[src/rtl/clk_phase_meter_if.sv]
`default_nettype none
// ============================================================================
//  Module   : clk_phase_meter_if
//  Purpose  : Groups the measurement request, status and result signals of
//             clk_phase_meter.
//  Ports    : sig_in   - CH monitored clock-like signals (async to clk)
//             start    - one-cycle measurement request
//             edge_sel - 1 = rising edge, 0 = falling edge
//             busy     - measurement in progress
//             done     - one-cycle pulse, results valid
//             period   - CH x CW unsigned periods
//             pdiff    - CH x CW period difference against channel 0
//             phase    - CH x CW first-edge delay against channel 0
//             tmo      - CH per-channel timeout flags
//             master   - requester side (drives sig_in/start/edge_sel)
//             slave    - the meter itself
//  Revision : 1.0  initial release
// ============================================================================
interface clk_phase_meter_if #(
   parameter int CH = 2,
   parameter int CW = 16
) ();
   logic [CH-1:0]    sig_in;
   logic             start;
   logic             edge_sel;
   logic             busy;
   logic             done;
   logic [CH*CW-1:0] period;
   logic [CH*CW-1:0] pdiff;
   logic [CH*CW-1:0] phase;
   logic [CH-1:0]    tmo;

   modport master (
      output sig_in, start, edge_sel,
      input  busy, done, period, pdiff, phase, tmo
   );

   modport slave (
      input  sig_in, start, edge_sel,
      output busy, done, period, pdiff, phase, tmo
   );
endinterface
`default_nettype wire

[src/rtl/clk_phase_meter.sv]
`default_nettype none
// ============================================================================
//  Module   : clk_phase_meter
//  Purpose  : Multi-channel clock monitor. Measures, in clk cycles, the period
//             of each sampled signal, its period difference against channel 0
//             and the delay of its first selected edge after channel 0's.
//  Ports    : clk - system clock, all logic on its rising edge
//             rst - synchronous active-high reset
//             bus - clk_phase_meter_if.slave (sig_in, start, edge_sel in;
//                   busy, done, period, pdiff, phase, tmo out)
//  Revision : 1.0  initial release
// ============================================================================
module clk_phase_meter #(
   parameter int CH = 2,
   parameter int CW = 16
) (
   input  wire logic         clk,
   input  wire logic         rst,
   clk_phase_meter_if.slave  bus
);

   localparam logic [CW-1:0] C_TS_MAX = {CW{1'b1}};

   typedef enum logic [1:0] {
      S_IDLE = 2'd0,
      S_ARM  = 2'd1,
      S_MEAS = 2'd2,
      S_DONE = 2'd3
   } state_t;

   state_t           r_state;

   // input conditioning
   logic [CH-1:0]    r_sync1;
   logic [CH-1:0]    r_sync2;
   logic [CH-1:0]    r_prev;
   logic             r_edge_sel;
   logic [CH-1:0]    w_edge;

   // measurement state
   logic [CW-1:0]    r_ts;
   logic [CW-1:0]    r_t1 [CH];
   logic [CW-1:0]    r_t2 [CH];
   logic [CH-1:0]    r_has1;
   logic [CH-1:0]    r_has2;

   // captures including the current cycle's edges
   logic [CW-1:0]    w_t1_nxt [CH];
   logic [CW-1:0]    w_t2_nxt [CH];
   logic [CH-1:0]    w_has1_nxt;
   logic [CH-1:0]    w_has2_nxt;

   logic             w_active;
   logic             w_timeout;
   logic             w_finish;
   logic [CH-1:0]    w_valid;

   // result values computed from the *_nxt captures
   logic [CW-1:0]    w_per [CH];
   logic [CH*CW-1:0] w_period;
   logic [CH*CW-1:0] w_pdiff;
   logic [CH*CW-1:0] w_phase;
   logic [CH-1:0]    w_tmo;

   // registered outputs
   logic             r_busy;
   logic             r_done;
   logic [CH*CW-1:0] r_period;
   logic [CH*CW-1:0] r_pdiff;
   logic [CH*CW-1:0] r_phase;
   logic [CH-1:0]    r_tmo;

   // -------------------------------------------------------------------------
   // Two-flop synchronizer plus previous-value register. Every channel has the
   // same pipeline depth, so relative timings are unaffected by it.
   // -------------------------------------------------------------------------
   always_ff @(posedge clk) begin
      if (rst) begin
         r_sync1 <= '0;
         r_sync2 <= '0;
         r_prev  <= '0;
      end else begin
         r_sync1 <= bus.sig_in;
         r_sync2 <= r_sync1;
         r_prev  <= r_sync2;
      end
   end

   assign w_edge = r_edge_sel ? (r_sync2 & ~r_prev) : (~r_sync2 & r_prev);

   assign w_active  = (r_state == S_ARM) || (r_state == S_MEAS);
   assign w_timeout = w_active && (r_ts == C_TS_MAX);

   // -------------------------------------------------------------------------
   // Capture logic. In ARM only channel 0's first edge opens the window; other
   // channels that see an edge in that very cycle record t1 too. In MEAS a
   // channel without t1 takes it on its first edge, and a channel holding t1
   // takes t2 on its next edge (never in the same cycle as its t1).
   // -------------------------------------------------------------------------
   always_comb begin
      w_has1_nxt = r_has1;
      w_has2_nxt = r_has2;
      for (int i = 0; i < CH; i++) begin
         w_t1_nxt[i] = r_t1[i];
         w_t2_nxt[i] = r_t2[i];
      end
      if (r_state == S_ARM && w_edge[0]) begin
         for (int i = 0; i < CH; i++) begin
            if (w_edge[i]) begin
               w_has1_nxt[i] = 1'b1;
               w_t1_nxt[i]   = r_ts;
            end
         end
      end else if (r_state == S_MEAS) begin
         for (int i = 0; i < CH; i++) begin
            if (w_edge[i]) begin
               if (!r_has1[i]) begin
                  w_has1_nxt[i] = 1'b1;
                  w_t1_nxt[i]   = r_ts;
               end else if (!r_has2[i]) begin
                  w_has2_nxt[i] = 1'b1;
                  w_t2_nxt[i]   = r_ts;
               end
            end
         end
      end
   end

   assign w_valid  = w_has1_nxt & w_has2_nxt;
   assign w_finish = ((r_state == S_MEAS) && (&w_has2_nxt)) || w_timeout;

   // -------------------------------------------------------------------------
   // Result computation. A channel lacking t1 or t2 reports zeros and tmo.
   // pdiff needs both its own and channel 0's period, otherwise it is zero.
   // A valid channel always implies channel 0 holds t1, so phase is sound.
   // -------------------------------------------------------------------------
   always_comb begin
      for (int i = 0; i < CH; i++) begin
         w_per[i] = w_t2_nxt[i] - w_t1_nxt[i];
      end
   end

   always_comb begin
      w_period = '0;
      w_pdiff  = '0;
      w_phase  = '0;
      w_tmo    = '0;
      for (int i = 0; i < CH; i++) begin
         if (w_valid[i]) begin
            w_period[i*CW +: CW] = w_per[i];
            w_phase[i*CW +: CW]  = w_t1_nxt[i] - w_t1_nxt[0];
            if (w_valid[0]) begin
               w_pdiff[i*CW +: CW] = w_per[i] - w_per[0];
            end
         end else begin
            w_tmo[i] = 1'b1;
         end
      end
   end

   // -------------------------------------------------------------------------
   // Control FSM. The result registers are written on the transition into
   // DONE so that they are already valid in the cycle done is high.
   // -------------------------------------------------------------------------
   always_ff @(posedge clk) begin
      if (rst) begin
         r_state    <= S_IDLE;
         r_edge_sel <= 1'b0;
         r_ts       <= '0;
         r_has1     <= '0;
         r_has2     <= '0;
         for (int i = 0; i < CH; i++) begin
            r_t1[i] <= '0;
            r_t2[i] <= '0;
         end
         r_busy     <= 1'b0;
         r_done     <= 1'b0;
         r_period   <= '0;
         r_pdiff    <= '0;
         r_phase    <= '0;
         r_tmo      <= '0;
      end else begin
         r_done <= 1'b0;
         case (r_state)
            S_IDLE: begin
               if (bus.start) begin
                  r_state    <= S_ARM;
                  r_edge_sel <= bus.edge_sel;
                  r_ts       <= '0;
                  r_has1     <= '0;
                  r_has2     <= '0;
                  r_busy     <= 1'b1;
               end
            end
            S_ARM, S_MEAS: begin
               r_has1 <= w_has1_nxt;
               r_has2 <= w_has2_nxt;
               r_t1   <= w_t1_nxt;
               r_t2   <= w_t2_nxt;
               // saturating timestamp; reaching the top is the timeout
               if (r_ts != C_TS_MAX) begin
                  r_ts <= r_ts + 1'b1;
               end
               if (w_finish) begin
                  r_state  <= S_DONE;
                  r_busy   <= 1'b0;
                  r_done   <= 1'b1;
                  r_period <= w_period;
                  r_pdiff  <= w_pdiff;
                  r_phase  <= w_phase;
                  r_tmo    <= w_tmo;
               end else if (r_state == S_ARM && w_has1_nxt[0]) begin
                  r_state <= S_MEAS;
               end
            end
            S_DONE: begin
               r_state <= S_IDLE;
            end
            default: begin
               r_state <= S_IDLE;
            end
         endcase
      end
   end

   assign bus.busy   = r_busy;
   assign bus.done   = r_done;
   assign bus.period = r_period;
   assign bus.pdiff  = r_pdiff;
   assign bus.phase  = r_phase;
   assign bus.tmo    = r_tmo;

endmodule
`default_nettype wire
[src/flat_wrapper.sv]
// flat-port wrapper written by rule: the top's interface ports become plain ports
module clk_phase_meter_flat 
#(
   parameter int CH = 2,
   parameter int CW = 16
)
  (clk, rst, bus_sig_in, bus_start, bus_edge_sel, bus_busy, bus_done, bus_period, bus_pdiff, bus_phase, bus_tmo);
  clk_phase_meter_if #(.CH(CH), .CW(CW)) bus_i ();
  input  wire logic clk;
  input  wire logic rst;
  input wire logic [$bits(bus_i.sig_in)-1:0] bus_sig_in;
  input wire logic [$bits(bus_i.start)-1:0] bus_start;
  input wire logic [$bits(bus_i.edge_sel)-1:0] bus_edge_sel;
  output wire logic [$bits(bus_i.busy)-1:0] bus_busy;
  output wire logic [$bits(bus_i.done)-1:0] bus_done;
  output wire logic [$bits(bus_i.period)-1:0] bus_period;
  output wire logic [$bits(bus_i.pdiff)-1:0] bus_pdiff;
  output wire logic [$bits(bus_i.phase)-1:0] bus_phase;
  output wire logic [$bits(bus_i.tmo)-1:0] bus_tmo;
  assign bus_i.sig_in = bus_sig_in;
  assign bus_i.start = bus_start;
  assign bus_i.edge_sel = bus_edge_sel;
  assign bus_busy = bus_i.busy;
  assign bus_done = bus_i.done;
  assign bus_period = bus_i.period;
  assign bus_pdiff = bus_i.pdiff;
  assign bus_phase = bus_i.phase;
  assign bus_tmo = bus_i.tmo;
  clk_phase_meter #(.CH(CH), .CW(CW)) u_core (.clk(clk), .rst(rst), .bus(bus_i));
endmodule
[config.mk]
export PLATFORM = sky130hd
export DESIGN_NAME = clk_phase_meter_flat
export DESIGN_NICKNAME = d
export VERILOG_FILES = /design/src/rtl/clk_phase_meter_if.sv /design/src/rtl/clk_phase_meter.sv /design/src/flat_wrapper.sv
export SDC_FILE = /design/constraint.sdc
export NUM_CORES = 1
export LEC_CHECK = 0
export ABC_AREA = 1
export CAP_MARGIN = 10
export CELL_PAD_IN_SITES_DETAIL_PLACEMENT = 0
export CELL_PAD_IN_SITES_GLOBAL_PLACEMENT = 1
export CORE_AREA = 8 8 173 175
export CTS_CLUSTER_SIZE = 24
export DETAILED_ROUTE_END_ITERATION = 7
export DIE_AREA = 0 0 181 183
export HOLD_SLACK_MARGIN = 0.03
export PLACE_DENSITY = 0.88
export SYNTH_ARGS = -nofsm -noshare
export SYNTH_HDL_FRONTEND = slang
export SYNTH_SLANG_ARGS = --single-unit
[constraint.sdc]
create_clock -name clk -period 4.1 [get_ports clk]
set_clock_uncertainty 0.15 [all_clocks]
set_input_delay 0.41 -clock clk [delete_from_list [all_inputs] [get_ports clk]]
set_output_delay 0.41 -clock clk [all_outputs]
set_load 0.02 [all_outputs]
### After elaboration in Yosys (flattened, before gate mapping)

Cells that the tools add are included.

| word-level totals | value |
|---|---|
| register bits after elaboration | 193 |
| bits of input ports | 6 |
| output and inout bits | 100 |
| word-level logic and storage cells | 107 |

| operators by class | value |
|---|---|
| add/subtract/negate cells | 7 |
| equality and inequality tests | 9 |
| muxes and demuxes | 50 |
| bitwise gates (word level) | 6 |
| reduce and logical (&&, ||, !) cells | 17 |

Operator list:

| cell | number |
|---|---|
| $mux W16 | 21 |
| $mux W32 | 4 |
| $sub A16 B16 Y16 | 6 |
| $pmux W16 S2 | 1 |
| $mux W2 | 9 |
| $add A16 B1 Y16 const B | 1 |
| $eq A16 B16 Y1 const B | 1 |
| $ne A16 B16 Y1 const B | 1 |
| $mux W1 | 11 |
| $reduce_and A2 Y1 | 5 |
| $pmux W2 S2 | 2 |
| $and A2 B2 Y2 | 3 |
| $pmux W2 S3 | 1 |
| $reduce_and A3 Y1 | 2 |
| $eq A2 B2 Y1 const B | 2 |
| $logic_and A1 B1 Y1 | 4 |
| $ne A2 B1 Y1 const B | 2 |
| $not A2 Y2 | 2 |
| $reduce_or A2 Y1 | 2 |
| $ne A3 B1 Y1 const B | 1 |
| $eq A2 B1 Y1 const B | 1 |
| $logic_not A2 Y1 | 1 |
| $logic_or A1 B1 Y1 | 2 |
| $ne A2 B2 Y1 const B | 1 |
| 3 further kinds | 3 |

### Logic depth before layout (Yosys ltp)

| logic depth | value |
|---|---|
| depth in word-level cells | 11 |
| gate-level depth with buffers | 28 |
| mapped depth without buffers | 27 |

### Worst setup path before layout

OpenSTA, ideal clock, no wires.

| timing path | value |
|---|---|
| kind | register to register |
| start | register u_core.r_state[0] |
| end | register u_core.r_pdiff[28] (netlist: u_core.bus.pdiff[28]) |
| library setup time | 0.071 ns |
| data arrival time | 3.934 ns |
| required time | 3.879 ns |
| slack | -0.054 ns |
| stages on the path, launching flop included | 27 |
| path buffers | 1 |
| period minus slack after synthesis | 4.154 ns |
| cell sequence | dfxtp_1 > inv_1 > ha_1 > inv_1 > a21oi_1 > nand4_1 > clkbuf_1 > a21oi_1 > ha_1 > inv_1 > fa_1 > a21oi_1 > o21ai_1 > a21oi_1 > o21ai_0 > xor2_1 > inv_1 > ha_1 > nand2_1 > inv_1 > nand4_1 > o211ai_1 > a21oi_1 > o21ai_0 > a21oi_1 > o21ai_0 > a21oi_1 |

| between the ends | value |
|---|---|
| longest elaborated chain between the ends | 7 |
| elaborated cells between the ends (all ways) | 24 |
| classes of those cells | add/sub (3); eq/ne (2); mux (10); bitwise (1); reduce/logical (8) |

Ends and longest elaborated chain:

| what | RTL line | source |
|---|---|---|
| start, declared | clk_phase_meter.sv:31 | `state_t r_state;` |
| start signal, assigned | clk_phase_meter.sv:167 | `r_state <= S_IDLE;` |
| start signal, assigned | clk_phase_meter.sv:187 | `r_state <= S_ARM;` |
| start signal, assigned | clk_phase_meter.sv:205 | `r_state <= S_DONE;` |
| $eq A2 B2 Y1 or $eq A2 B1 Y1 (tied branches) | - |  |
| $mux W32 (tied with other cells) | clk_phase_meter.sv:114 | `end else if (r_state == S_MEAS) begin` |
| $mux W32 or $mux W2 (tied branches) | clk_phase_meter.sv:107 | `if (r_state == S_ARM && w_edge[0]) begin` |
| $sub A16 B16 Y16 or $reduce_and A2 Y1 (tied branches) | clk_phase_meter.sv:139, clk_phase_meter.sv:130 |  |
| $sub A16 B16 Y16 or $logic_and A1 B1 Y1 (tied branches) | clk_phase_meter.sv:153, clk_phase_meter.sv:130 |  |
| $mux W16 or $logic_or A1 B1 Y1 (tied branches) | clk_phase_meter.sv:152, clk_phase_meter.sv:130 |  |
| $mux W16 or $reduce_and A2 Y1 (tied branches) | - |  |
| end signal, assigned | clk_phase_meter.sv:209 | `r_pdiff <= w_pdiff;` |
| end, declared | clk_phase_meter.sv:69 | `logic [CH*CW-1:0] r_pdiff;` |

Several ways; a longest one is shown, not always the timed one.
A chain may end at the register's enable or synchronous reset.

==> impl_metrics.py <==
metrics = {
    "outcome": {
        "status": "complete, but fails checks",
        "violations": "negative setup slack",
    },
    "sta": {
        "rsz0062_at_grt": "yes",
        "fin_crit_sh_pct": 102,
        "max_freq_mhz": 238,
        "worst_slew_pin_slew_ns": 1.18,
        "final_max_slew_viol_count": 0,
        "slew_headroom_pct": 21.1,
        "worst_slack_ns": -0.0975,
        "finalCriticalPeriod_ns": 4.20,
        "setup-tns-final_ns": -0.239,
        "finalSetupViolCount": 4,
        "hold_viol": 0,
    },
    "cells_and_area": {
        "fin_cells": 2009,
        "fillCellCount": 2645,
        "fin_nets": 1725,
        "drive_above_1_share_pct": 20.7,
        "syn_to_final_growth_pct": 34.5,
        "diodes": 0,
    },
    "synthesis": {
        "ys_warn_count": 0,
        "synth_xor_area_share_pct": 3.47,
        "yosys_register_bits": 161,
        "synth_area_leaders": "dfxtp_1 33%, nand2_1 10%, a21oi_1 8.4%",
        "muxShareOfSynthArea_pct": 0,
        "synthDominantAreaCellType": "dfxtp_1",
        "synth_top_family_by_area": "simple AND/OR/NAND/NOR gates",
        "synth_commonest_cells": "271 x nand2_1, 176 x inv_1, 165 x a21oi_1, 161 x dfxtp_1, 131 x o21ai_0",
        "ys_seq_area_share_pct": 32.7,
        "synthAdderAreaFrac_pct": 9.07,
        "synthFlopType": "dfxtp_1",
        "yosys.area_share.simple_pct": 22.6,
        "synth_compound_area_share_pct": 20.4,
        "synth_area_um2": 9850,
        "syn_area_per_cell_um2": 6.87,
        "yosysTopAreaCellShare_pct": 32.7,
        "netlist_instances": 1435,
        "synth_most_common_cell": "nand2_1",
        "yosysUniqueCellTypes": 48,
        "synth-edff-count": 0,
        "async_flop_share_pct": 0,
    },
    "place": {
        "place_congestion": 0.957,
        "dp_cells": 1946,
        "hpwl_um": 22800,
        "port_buffers": 73,
    },
    "clock_tree": {
        "hold_buffers": 0,
        "cts_buffers": 17,
        "clock-sinks": 161,
        "cts_tree": "done",
        "clkTransAtPathRegs_ns": 0.07,
        "cts_root_buf": "clkbuf_16",
        "clock_path_buffers": 2,
        "h-tree-depth": 4,
        "clk_latency_ns": 0.44,
    },
    "route": {
        "drt_pass1_iterations": 5,
        "route.met2.wl_um": 14800,
        "dr_wl_met3_um": 1530,
        "drc": 0,
        "first_iter_violations": 769,
        "maxUsedRoutingLayer": "met4",
        "postRouteAntennaNets": 0,
        "avgViaCountPerCell": 4.96,
        "vias": 9970,
        "totalWireLength_um": 30900,
        "route.layer.met1.wl_um": 13600,
        "wire_per_inst_um": 15.4,
    },
    "global_routing": {
        "grt_pass1_wl_um": 48500,
        "grt_util_all_layers_pct": 18.1,
        "grt_max_degree": 92,
        "overflow": 0,
        "antenna_found_initial": 0,
        "grt_pass1_vias": 9432,
    },
    "worst_setup_path": {
        "r2r_slack_ns": -0.1,
        "end_kind": "register",
        "reg2reg_depth": 26,
        "worstPathMaxFanout": 5,
        "cp.required_ns": 4.32,
        "worstSetupStartpointType": "register",
        "cp.arrival_ns": 4.42,
        "critPathKind": "reg -> reg",
    },
    "flow_run": {
        "drv_cap": 0,
    },
    "die": {
        "die_h_um": 183,
        "pin_count": 106,
        "initial_utilization_pct": 36.1,
        "die_w_um": 181,
        "core_um2": 27300,
        "rows": 61,
        "die_area_um2": 33100,
    },
    "worst_hold_path": {
        "hold_path_depth": 2,
        "hp-class": "in -> reg",
    },
}
==> timing repair <==
item,4_1_cts,5_1_grt
pin swaps,37,29
gates cloned,1,0
setup endpoints to repair,12,29
buffers inserted,17,13
resized for setup,81,67
==> area by class of cell <==
class                   instances  area (um2)  share of cell area (%)
multi-input cells            1033        6170                    46.6
well taps                     346         433                    3.27
flip-flops and latches        161        3230                    24.4
repair buffers                253        2130                    16.0
clock inverters                13         150                    1.13
clock buffers                  19         443                    3.34
inverters                     184         697                    5.26
==> sequential cells by signal (all words and copies together), names as in the netlist <==
| register | cells |
|---|---|
| u_core.r_sync2 | 2 |
| u_core.bus.period | 32 |
| u_core.r_t2 | 32 |
| u_core.r_prev | 2 |
| u_core.bus.busy | 1 |
| u_core.r_ts | 16 |
| u_core.bus.done | 1 |
| u_core.r_has1 | 2 |
| u_core.r_state | 2 |
| u_core.bus.phase | 16 |
| u_core.bus.tmo | 2 |
| u_core.r_edge_sel | 1 |
| u_core.bus.pdiff | 16 |
| u_core.r_t1 | 32 |
| u_core.r_sync1 | 2 |
| u_core.r_has2 | 2 |
==> cell usage in the layout (no fill, tap or decap), drive strengths merged, types with 2 or more instances in the layout <==
cell type / n
clkinvlp: 3
clkbuf: 19
or2: 18
a211oi: 2
dfxtp: 161
xor2: 31
clkdlybuf4s50: 72
xnor2: 8
a21o: 4
o31ai: 2
nand3: 62
fa: 4
nor2: 129
a22oi: 3
nand2: 276
o21a: 3
ha: 65
o211ai: 19
bufinv: 2
conb: 32
nor3: 19
nand4: 12
a21oi: 173
o21bai: 8
o21ai: 144
buf: 181
inv: 189
nor4: 5
clkinv: 3
a31oi: 8
==> kinds of logic (layout without fill, tap and decap cells) <==
logic type | Yosys count | after routing
compound gates | 370 | 370
other cells | 1 | 32
buf+inv | 272 | 469
flops | 161 | 161
xor+xnor | 39 | 39
fa+ha+maj | 69 | 69
simple gates | 523 | 523
==> worst max-delay path, cell delays in order, from the launching register on <==
cell	delay [ns]
dfxtp_2	0.33
inv_2	0.08
ha_4	0.14
inv_2	0.04
a21oi_2	0.12
nand4_1	0.13
buf_6	0.16
buf_4	0.15
nand2_1	0.05
o21ai_0	0.07
buf_4	0.15
ha_1	0.31
inv_2	0.09
o21bai_1	0.11
a21oi_1	0.19
nand2_2	0.13
a31oi_4	0.23
xnor2_2	0.10
ha_1	0.33
buf_4	0.14
nand3_1	0.09
nand4_1	0.24
nand3_1	0.14
nand3_1	0.10
a21oi_1	0.13
o21ai_1	0.08
a21oi_1	0.13
==> final timing paths <==
path,end,startpoint
worst max-delay path,u_core.bus.pdiff[29],u_core.r_state[0]
worst min-delay path,u_core.r_ts[15],rst
worst max register to register,u_core.bus.pdiff[29],u_core.r_state[0]
worst min register to register,u_core.r_sync2[0],u_core.r_sync1[0]
==> metal layers <==
metal,up-vias,track usage (%)
li1,5080,-
met1,4548,21.8
met2,293,30.8
met3,49,3.60
met4,0,8.36
met5,-,0
==> stage by stage <==
| step | setup slack [ns] | utilization [%] | cell area [um2] | hold WS, ns |
|---|---|---|---|---|
| CTS | -0.00510 | 46.9 | 12800 | 0.179 |
| global route | -0.303 | 48.5 | 13300 | 0.189 |
| detailed placement | -0.473 | 43.2 | 11800 | 0.250 |
| floorplan | 0.00218 | - | 9980 | 0.238 |
| global placement | -0.393 | 43.2 | 11800 | 0.249 |
| finish | -0.0975 | 48.5 | 13300 | 0.181 |
Power is not shown: default switching activity piles up to over one toggle a cycle in this logic, so the estimate is an artifact.
